`config.mk`:
```
export PLATFORM = sky130hd
export DESIGN_NAME = display_sum_seq
export DESIGN_NICKNAME = d
export VERILOG_FILES = /design/src/rtl/display_sum_seq.sv
export SDC_FILE = /design/constraint.sdc
export NUM_CORES = 1
export LEC_CHECK = 0
export BUFFER_PORTS_ARGS = -buffer_cell sky130_fd_sc_hd__buf_4
export CORE_ASPECT_RATIO = 0.6
export CORE_UTILIZATION = 58
export DETAILED_ROUTE_END_ITERATION = 12
export GPL_ROUTABILITY_DRIVEN = 0
export HOLD_SLACK_MARGIN = 0.05
export PLACE_DENSITY = 0.89
export SYNTH_ARGS = -nofsm -noshare
export SYNTH_HDL_FRONTEND = slang
export SYNTH_SLANG_ARGS = --single-unit
export TNS_END_PERCENT = 20
```
`constraint.sdc`:
```
create_clock -name clk -period 2.5 [get_ports clk]
set_input_delay 0 -clock clk [delete_from_list [all_inputs] [get_ports clk]]
set_output_delay 0 -clock clk [all_outputs]
set_load 0.01 [all_outputs]
```
`src/rtl/display_sum_seq.sv`:
```
// Adds or subtracts two unsigned operands, then converts the magnitude to BCD one bit per cycle.
// Drives an active-low 7-segment display with sign, overflow dashes and optional leading-zero blanking.
module display_sum_seq #(
  parameter int N        = 5,
  parameter int DIGITS   = 2,
  parameter int BLANK_LZ = 1
) (
  input  logic                  clk,
  input  logic                  rst,
  input  logic                  start,
  input  logic                  op,
  input  logic [N-1:0]          A,
  input  logic [N-1:0]          B,
  output logic [7*DIGITS-1:0]   seg,
  output logic                  neg,
  output logic                  ovf,
  output logic                  busy,
  output logic                  done
);
  localparam int BD = (N + 3) / 3 + 1;
  localparam int BW = 4 * BD;
  localparam int PD = (BD > DIGITS) ? BD : DIGITS;
  localparam int PW = 4 * PD;
  localparam int CW = $clog2(N + 2);
  localparam logic [CW-1:0] LAST = CW'(N);

  typedef enum logic [1:0] {IDLE, CONV, DONE} state_t;
  state_t r_state, w_state_nxt;

  logic [N:0]          r_bin;
  logic [BW-1:0]       r_bcd;
  logic [CW-1:0]       r_cnt;
  logic                r_sign;
  logic [N:0]          w_mag;
  logic                w_sign;
  logic [BW-1:0]       w_adj;
  logic [BW-1:0]       w_bcd_nxt;
  logic [N:0]          w_bin_nxt;
  logic [PW-1:0]       w_bcd_pad;
  logic [7*DIGITS-1:0] w_seg_nxt;
  logic                w_ovf_nxt;
  logic                w_lz;
  logic [3:0]          w_dig;

  function automatic logic [6:0] f_seg(input logic [3:0] d);
    case (d)
      4'd0:    return 7'h40;
      4'd1:    return 7'h79;
      4'd2:    return 7'h24;
      4'd3:    return 7'h30;
      4'd4:    return 7'h19;
      4'd5:    return 7'h12;
      4'd6:    return 7'h02;
      4'd7:    return 7'h78;
      4'd8:    return 7'h00;
      4'd9:    return 7'h10;
      default: return 7'h3F;
    endcase
  endfunction

  always_comb begin
    w_sign = 1'b0;
    if (!op) begin
      w_mag = {1'b0, A} + {1'b0, B};
    end else if (A >= B) begin
      w_mag = {1'b0, A - B};
    end else begin
      w_mag  = {1'b0, B - A};
      w_sign = 1'b1;
    end
  end

  // One double-dabble step: adjust every nibble, then shift the binary MSB in.
  always_comb begin
    w_adj = r_bcd;
    for (int k = 0; k < BD; k++) begin
      if (r_bcd[4*k +: 4] >= 4'd5) w_adj[4*k +: 4] = r_bcd[4*k +: 4] + 4'd3;
    end
  end

  assign w_bcd_nxt = (w_adj << 1) | BW'(r_bin[N]);
  assign w_bin_nxt = r_bin << 1;
  assign w_bcd_pad = PW'(w_bcd_nxt);

  // Display image built from the BCD value the final iteration produces.
  always_comb begin
    w_ovf_nxt = 1'b0;
    w_seg_nxt = '1;
    w_lz      = 1'b1;
    w_dig     = 4'd0;
    for (int i = DIGITS; i < PD; i++) begin
      if (w_bcd_pad[4*i +: 4] != 4'd0) w_ovf_nxt = 1'b1;
    end
    for (int i = DIGITS - 1; i >= 0; i--) begin
      w_dig = w_bcd_pad[4*i +: 4];
      if (w_dig != 4'd0 || i == 0) w_lz = 1'b0;
      if (w_ovf_nxt)                      w_seg_nxt[7*i +: 7] = 7'h3F;
      else if (BLANK_LZ != 0 && w_lz)     w_seg_nxt[7*i +: 7] = 7'h7F;
      else                                w_seg_nxt[7*i +: 7] = f_seg(w_dig);
    end
  end

  always_comb begin
    w_state_nxt = r_state;
    case (r_state)
      IDLE:    if (start) w_state_nxt = CONV;
      CONV:    if (r_cnt == LAST) w_state_nxt = DONE;
      DONE:    w_state_nxt = IDLE;
      default: w_state_nxt = IDLE;
    endcase
  end

  always_ff @(posedge clk or posedge rst) begin
    if (rst) begin
      r_state <= IDLE;
      busy    <= 1'b0;
      done    <= 1'b0;
    end else begin
      r_state <= w_state_nxt;
      busy    <= (w_state_nxt != IDLE);
      done    <= (w_state_nxt == DONE);
    end
  end

  always_ff @(posedge clk or posedge rst) begin
    if (rst) begin
      r_bin  <= '0;
      r_bcd  <= '0;
      r_cnt  <= '0;
      r_sign <= 1'b0;
      seg    <= '1;
      neg    <= 1'b0;
      ovf    <= 1'b0;
    end else begin
      case (r_state)
        IDLE: begin
          if (start) begin
            r_bin  <= w_mag;
            r_sign <= w_sign;
            r_bcd  <= '0;
            r_cnt  <= '0;
          end
        end
        CONV: begin
          r_bcd <= w_bcd_nxt;
          r_bin <= w_bin_nxt;
          r_cnt <= r_cnt + 1'b1;
          if (r_cnt == LAST) begin
            seg <= w_seg_nxt;
            neg <= r_sign;
            ovf <= w_ovf_nxt;
          end
        end
        default: ;
      endcase
    end
  end
endmodule

```
==> reports/qor.txt, run 1 <==
Max Slew Vio Count -> 0
startpoint types -> flip-flop
Clock Tree Buf Depth -> 2
Synth Instances -> 299
WP buf/inv -> 1
Setup TNS Final -> 0 ns
Fin Hold WS -> 0.07660 ns
DP Wirelength -> 4399 um
top-area cell type share of the netlist area -> 25.62%
top cells by area, synth -> dfrtp_1 (26%), dfstp_2 (13%), ha_1 (11%)
Routed Antenna Nets -> 0
peak fanout along the critical path -> 11
Max-cap violations -> 0
Post-synth EDFFs -> 0
Finished Cell Area -> 3187 sq um
Synth Flop Type -> dfrtp_1
CP Cell Sequence -> inv_1 > ha_1 > nand2b_1 > a21oi_2 > mux2i_1 > nor2b_1 > a211oi_1 > a31oi_1
FF+latch count, synth -> 42
VDD IR max -> 0.7255 mV
leakage power -> 1.464 nW
fin crit period -> 2.298 ns
filler cell count -> 308
initial core utilization -> 63.58%
DR iter-0 viols -> 155
layout cells sized above 1 -> 23.44%
reg-to-reg setup timing slack -> 0.20 ns
Seq/Total Area, Yosys -> 39.07%
Slew @ Worst Pin -> 0.5103 ns
clk_skew -> 0.004066 ns
CP arrival -> 2.52 ns
setup bufs post-CTS -> 0
total power -> 3.899 mW
endpoints failing setup -> 0
synth warn -> 0
WP data required -> 2.73 ns
Top Ports -> 32
Hold Path End -> r_bin[5]$_DFFE_PP0P_
std cell rows -> 18
vias in the first global route -> 2081
crit path kind -> reg2reg
Clock transition at path regs -> 0.08 ns
Async SR Flop Fraction -> 100.0%
Crit. End Element -> flip-flop
Fin. Hold Viols -> 0
Routed WL per cell -> 15.76 um
IO buf count -> 31
number of remaining DRC errors -> 0
Final Cycle Share -> 91.94%
Worst slew margin -> 65.31%
worst skew pair latency -> 0.30 ns
delay-heaviest family, CP -> compound AO/OA/AOI/OAI gates
gr usage total -> 27.22%
Worst setup startpoint -> r_bcd[0]$_DFFE_PP0P_
root buf cell -> clkbuf_8
reg2reg end -> seg[3]$_DFFE_PP1P_
FF-to-FF Start -> r_bcd[0]$_DFFE_PP0P_
status -> complete, no violations
antenna violations before repair -> 0
total grt overflow -> 0
cells on worst reg2reg path -> 8
vias per std cell -> 5.809
core area -> 4302 sq um
die area -> 5003 sq um
Mapped Area -> 2735 sq um
Vias -> 2306
cell taking the most area after synthesis -> dfrtp_1
DP Area -> 3055 sq um
slowest stage cell, crit path -> dfrtp_2
Final nets -> 376
Distinct cells, synth -> 58
fmax -> 435.1 MHz
P per Cell Area -> 1224 nW/um^2
CTS Buf Count -> 5
HP Start -> B[4]
Post-Syn Nets -> 339
CTS tree -> done
hold depth -> 4
WL final -> 6258 um
htree depth -> 2
crit-path max cell delay -> 0.48 ns
area grow syn2layout -> 16.51%
setup ws final -> 0.2016 ns
first-pass GRT wire length -> 10230 um
Hold Crit Class -> in2reg
worst slack at placement -> 0.2569 ns
Ant. Diodes -> 0
TritonRoute pass-1 iters -> 5
Die Span Y -> 55.19 um
chip width -> 90.66 um
# clock sinks -> 42
RSZ-0062 raised after global routing -> false
largest net degree at the start of global routing -> 43
syn avg cell area -> 9.148 sq um
## synth_stat cells (all sizes together), types with 3 or more instances
| library cell | number |
|---|---|
| dfrtp | 28 |
| clkbuf | 8 |
| nor2 | 37 |
| and2 | 3 |
| fa | 3 |
| inv | 22 |
| o31ai | 3 |
| a31oi | 5 |
| o21ai | 24 |
| nand2 | 27 |
| mux2i | 5 |
| nand3 | 9 |
| ha | 23 |
| a21oi | 23 |
| nor2b | 6 |
| xnor2 | 6 |
| nand2b | 7 |
| dfstp | 14 |
| o22ai | 7 |
## power breakdown
part / leakage [nW] / internal [mW] / switching (mW)
registers: 0.498 / 1.01 / 0.235
clock network: 0.0575 / 0.279 / 0.238
logic: 0.909 / 0.896 / 1.24
total: 1.46 / 2.19 / 1.71
## worst register-to-register path: stages (launching register included)
cell      delay (ns)
dfrtp_2         0.48
inv_1           0.18
ha_1            0.23
nand2b_1        0.11
a21oi_2         0.31
mux2i_1         0.41
nor2b_1         0.24
a211oi_1        0.09
a31oi_1         0.18
## placed cells by master, fill, tap and decap left out, drive strengths merged, types with 8 or more instances in the layout
cell type,n
ha,23
inv,22
nand2,27
buf,38
nor2,37
a21oi,23
dfstp,14
nand3,9
o21ai,24
clkbuf,8
dfrtp,28
## state kept, by name, summed over array words and instances (netlist names)
register,cells
busy,1
done,1
neg,1
ovf,1
r_bcd,12
r_bin,6
r_cnt,3
r_sign,1
r_state,2
seg,14
## area by class of cell
cell class | instances | area (sq um) | area share (%)
clock buffers | 8 | 110.1 | 3.455
well taps | 60 | 75.07 | 2.356
repair buffers | 40 | 305.3 | 9.580
multi-input cells | 224 | 1540 | 48.33
flip-flops and latches | 42 | 1070 | 33.57
inverters | 23 | 86.33 | 2.709
## cell families (layout without fill, tap and decap cells)
| group | count (synthesis) | after routing | share of synthesized area [%] |
|---|---|---|---|
| AND/OR/NAND/NOR | 100 | 100 | 17.57 |
| AO/OA/AOI/OAI | 85 | 85 | 21.13 |
| flip-flops | 42 | 42 | 39.07 |
| buffers and inverters | 33 | 71 | 4.620 |
| adder cells (fa/ha/maj) | 26 | 26 | 12.72 |
| XOR/XNOR | 7 | 7 | 2.516 |
| multiplexers | 6 | 6 | 2.379 |
## worst max-delay path by stage
stage	to	slack, ns	cells past startpoint
finish	seg[3]$_DFFE_PP1P_	0.20	8
floorplan	seg[8]$_DFFE_PP1P_	0.42	9
CTS	seg[3]$_DFFE_PP1P_	0.18	8
global route	seg[1]$_DFFE_PP1P_	0.03	8
global placement	seg[3]$_DFFE_PP1P_	0.38	8
detailed placement	seg[3]$_DFFE_PP1P_	0.26	8
## stage by stage
stage	cells	util [%]
5_1_grt	397	74.08
4_1_cts	397	74.05
3_5_place_dp	387	71.03
2_1_floorplan	299	-
3_3_place_gp	387	71.03
6_report	397	74.08
## repair_timing
item	CTS	global route
hold endpoints to repair	29	0
setup endpoints to repair	0	6
hold buffers	2	0
gates resized for setup	0	1
## metal layers
| layer | routed length, um | global-route usage (%) |
|---|---|---|
| met2 | 2707 | 42.55 |
| met5 | 0 | 0 |
| met3 | 519 | 6.831 |
| met4 | 121 | 9.409 |
| met1 | 2910 | 37.64 |
(Power assumes the default switching activity.)
==> run 2: changes to the inputs <==
--- a/config.mk
+++ b/config.mk
@@ -9,3 +9,3 @@
 export CORE_ASPECT_RATIO = 0.6
-export CORE_UTILIZATION = 58
+export CORE_UTILIZATION = 35
 export DETAILED_ROUTE_END_ITERATION = 12
@@ -13,3 +13,3 @@
 export HOLD_SLACK_MARGIN = 0.05
-export PLACE_DENSITY = 0.89
+export PLACE_DENSITY = 0.62
 export SYNTH_ARGS = -nofsm -noshare
==> constraint.sdc (replaced) <==
create_clock -name clk -period 2.5 [get_ports clk]
set_input_delay 0.125 -clock clk [delete_from_list [all_inputs] [get_ports clk]]
set_output_delay 0.125 -clock clk [all_outputs]
set_load 0.01 [all_outputs]
==> run 2 against run 1 <==
Compared with the run above:
- register-to-register slack about the same
- global-route usage fell by 11 points
- non-clock buffer count decreased by 1
- critical path depth is the same
- first-iteration DRC count up 9.7%
- clock-buffer cell count stayed put
- sequential power about the same
- worst hold slack better by 0.069 ns
- wire length down 5.7%
- flip-flop and latch count unchanged
- core utilization down 30 points
- critical endpoint unchanged
- largest power group unchanged
==> reports/qor.txt, run 2 (synthesis results as in run 1) <==
root buf cell -> clkbuf_16 (was clkbuf_8)
Final Cycle Share -> 92.22% (was 91.94%)
Slew @ Worst Pin -> 0.5210 ns (was 0.5103 ns)
WL final -> 5903 um (was 6258 um)
Largest regs -> seg: 14 flops, r_bcd: 12 flops, r_bin: 6 flops (unchanged)
vias per std cell -> 5.055 (was 5.809)
DP Area -> 3110 sq um (was 3055 sq um)
HP Start -> op (was B[4])
Fin. Hold Viols -> 0 (unchanged)
most common cell after layout, fill and taps aside -> buf_4 (unchanged)
Vias -> 2224 (was 2306)
vias in the first global route -> 2017 (was 2081)
die area -> 8184 sq um (was 5003 sq um)
RSZ-0062 raised after global routing -> false (unchanged)
Top Ports -> 32 (unchanged)
status -> complete, no violations (unchanged)
Clock transition at path regs -> 0.05 ns (was 0.08 ns)
Worst setup startpoint -> r_bcd[0]$_DFFE_PP0P_ (unchanged)
chip width -> 116.1 um (was 90.66 um)
IO buf count -> 31 (unchanged)
largest net degree at the start of global routing -> 43 (unchanged)
antenna violations before repair -> 0 (unchanged)
# clock sinks -> 42 (unchanged)
Final nets -> 375 (was 376)
gr usage total -> 16.12% (was 27.22%)
Routed WL per cell -> 13.42 um (was 15.76 um)
worst skew pair latency -> 0.28 ns (was 0.30 ns)
fin crit period -> 2.305 ns (was 2.298 ns)
FF-to-FF Start -> r_bcd[0]$_DFFE_PP0P_ (unchanged)
endpoints failing setup -> 0 (unchanged)
clk_skew -> 0.003507 ns (was 0.004066 ns)
CP arrival -> 2.50 ns (was 2.52 ns)
Routed Antenna Nets -> 0 (unchanged)
CTS Buf Count -> 5 (unchanged)
max FFs per register -> 14 (unchanged)
area grow syn2layout -> 19.44% (was 16.51%)
Max Slew Vio Count -> 0 (unchanged)
core area -> 7417 sq um (was 4302 sq um)
PostCTS Resize Cnt -> 0 (unchanged)
Die Span Y -> 70.48 um (was 55.19 um)
VDD IR max -> 0.3984 mV (was 0.7255 mV)
Ant. Diodes -> 0 (unchanged)
fmax -> 433.8 MHz (was 435.1 MHz)
layout cells sized above 1 -> 22.62% (was 23.44%)
Max-cap violations -> 0 (unchanged)
initial core utilization -> 36.88% (was 63.58%)
htree depth -> 2 (unchanged)
DR iter-0 viols -> 170 (was 155)
Worst slew margin -> 65.26% (was 65.31%)
peak fanout along the critical path -> 11 (unchanged)
Crit. End Element -> flip-flop (unchanged)
total grt overflow -> 0 (unchanged)
DP Wirelength -> 4461 um (was 4399 um)
TritonRoute pass-1 iters -> 4 (was 5)
number of remaining DRC errors -> 0 (unchanged)
filler cell count -> 744 (was 308)
startpoint types -> flip-flop (unchanged)
P per Cell Area -> 1203 nW/um^2 (was 1224 nW/um^2)
Hold Crit Class -> in2reg (unchanged)
Finished Cell Area -> 3267 sq um (was 3187 sq um)
Setup TNS Final -> 0 ns (unchanged)
most used cells in the layout excluding fill and tap cells -> buf_4 (38), nor2_1 (36), dfrtp_1 (28) (was buf_4 (38), nor2_1 (36), nand2_1 (27), dfrtp_1 (27))
crit path kind -> reg2reg (unchanged)
most flop-heavy register -> seg (unchanged)
WP data required -> 2.69 ns (was 2.73 ns)
Clock Tree Buf Depth -> 2 (unchanged)
CTS tree -> done (unchanged)
first-pass GRT wire length -> 10180 um (was 10230 um)
std cell rows -> 24 (was 18)
leakage power -> 1.475 nW (was 1.464 nW)
==> run 2: changes by cell type in the layout (fill, tap and decap cells not counted) <==
cell | before | now
clkbuf_16 | 0 | 5
dlygate4sd3_1 | 2 | 1
clkbuf_8 | 8 | 1
clkbuf_1 | 0 | 2
dfrtp_2 | 1 | 0
dfrtp_1 | 27 | 28
==> run 2: stage by stage <==
stage               cells  utilization [%]  worst slack (ns)  hold slack, ns  power, mW
global placement      431            41.94            0.3479          0.3012      3.254
detailed placement    431            41.94            0.2607          0.3040      3.285
floorplan             299                -            0.4187          0.3578      2.698
CTS                   440            44.05            0.2445          0.1376      3.946
global route          440            44.05          0.007770          0.1431      4.286
finish                440            44.05            0.1946          0.1461      3.929
==> run 2: report_power, final <==
part / internal, mW / switching (mW)
Combinational: 0.879 / 1.17
Sequential: 1.01 / 0.230
Clock: 0.398 / 0.240
==> run 2: area by class of cell <==
type / count / area, sq um / share of cell area (%)
Inverter: 23 / 86.33 / 2.643
Sequential cell: 42 / 1069 / 32.71
Clock buffer: 8 / 146.4 / 4.481
Tap cell: 104 / 130.1 / 3.983
Multi-Input combinational cell: 224 / 1540 / 47.15
Timing Repair Buffer: 39 / 295.3 / 9.039
==> run 2: critical path, stage by stage (launching register included) <==
cell and delay, ns:
dfrtp_1 0.49, inv_1 0.22, ha_1 0.22, nand2b_1 0.10
a21oi_2 0.34, mux2i_1 0.36, nor2_1 0.09, a211oi_1 0.27
a31oi_1 0.13
==> run 2: final timing paths <==
kind                                        end  slack [ns]  depth (start not counted)
max                          seg[3]$_DFFE_PP1P_        0.19                          8
min                        r_bin[5]$_DFFE_PP0P_        0.15                          2
max reg2reg                  seg[3]$_DFFE_PP1P_        0.19                          8
min reg2reg                     neg$_DFFE_PP0P_        0.47                          2
max in group asynchronous    seg[1]$_DFFE_PP1P_        1.59                          4
min in group asynchronous       neg$_DFFE_PP0P_        0.54                          4
==> run 2: repair_timing <==
action,in CTS,in global routing
hold buffers,1,0
endpoints found under the hold margin,28,0
setup buffers,0,0
==> run 2: routing by layer <==
metal  GRT usage [%]  routed length [um]  vias to the layer above
li1                -                   -                     1119
met1           25.92                3327                     1062
met2           21.10                2326                       36
met3           3.646                 204                        7
met4           3.846                  45                        0
met5               0                   0                        -
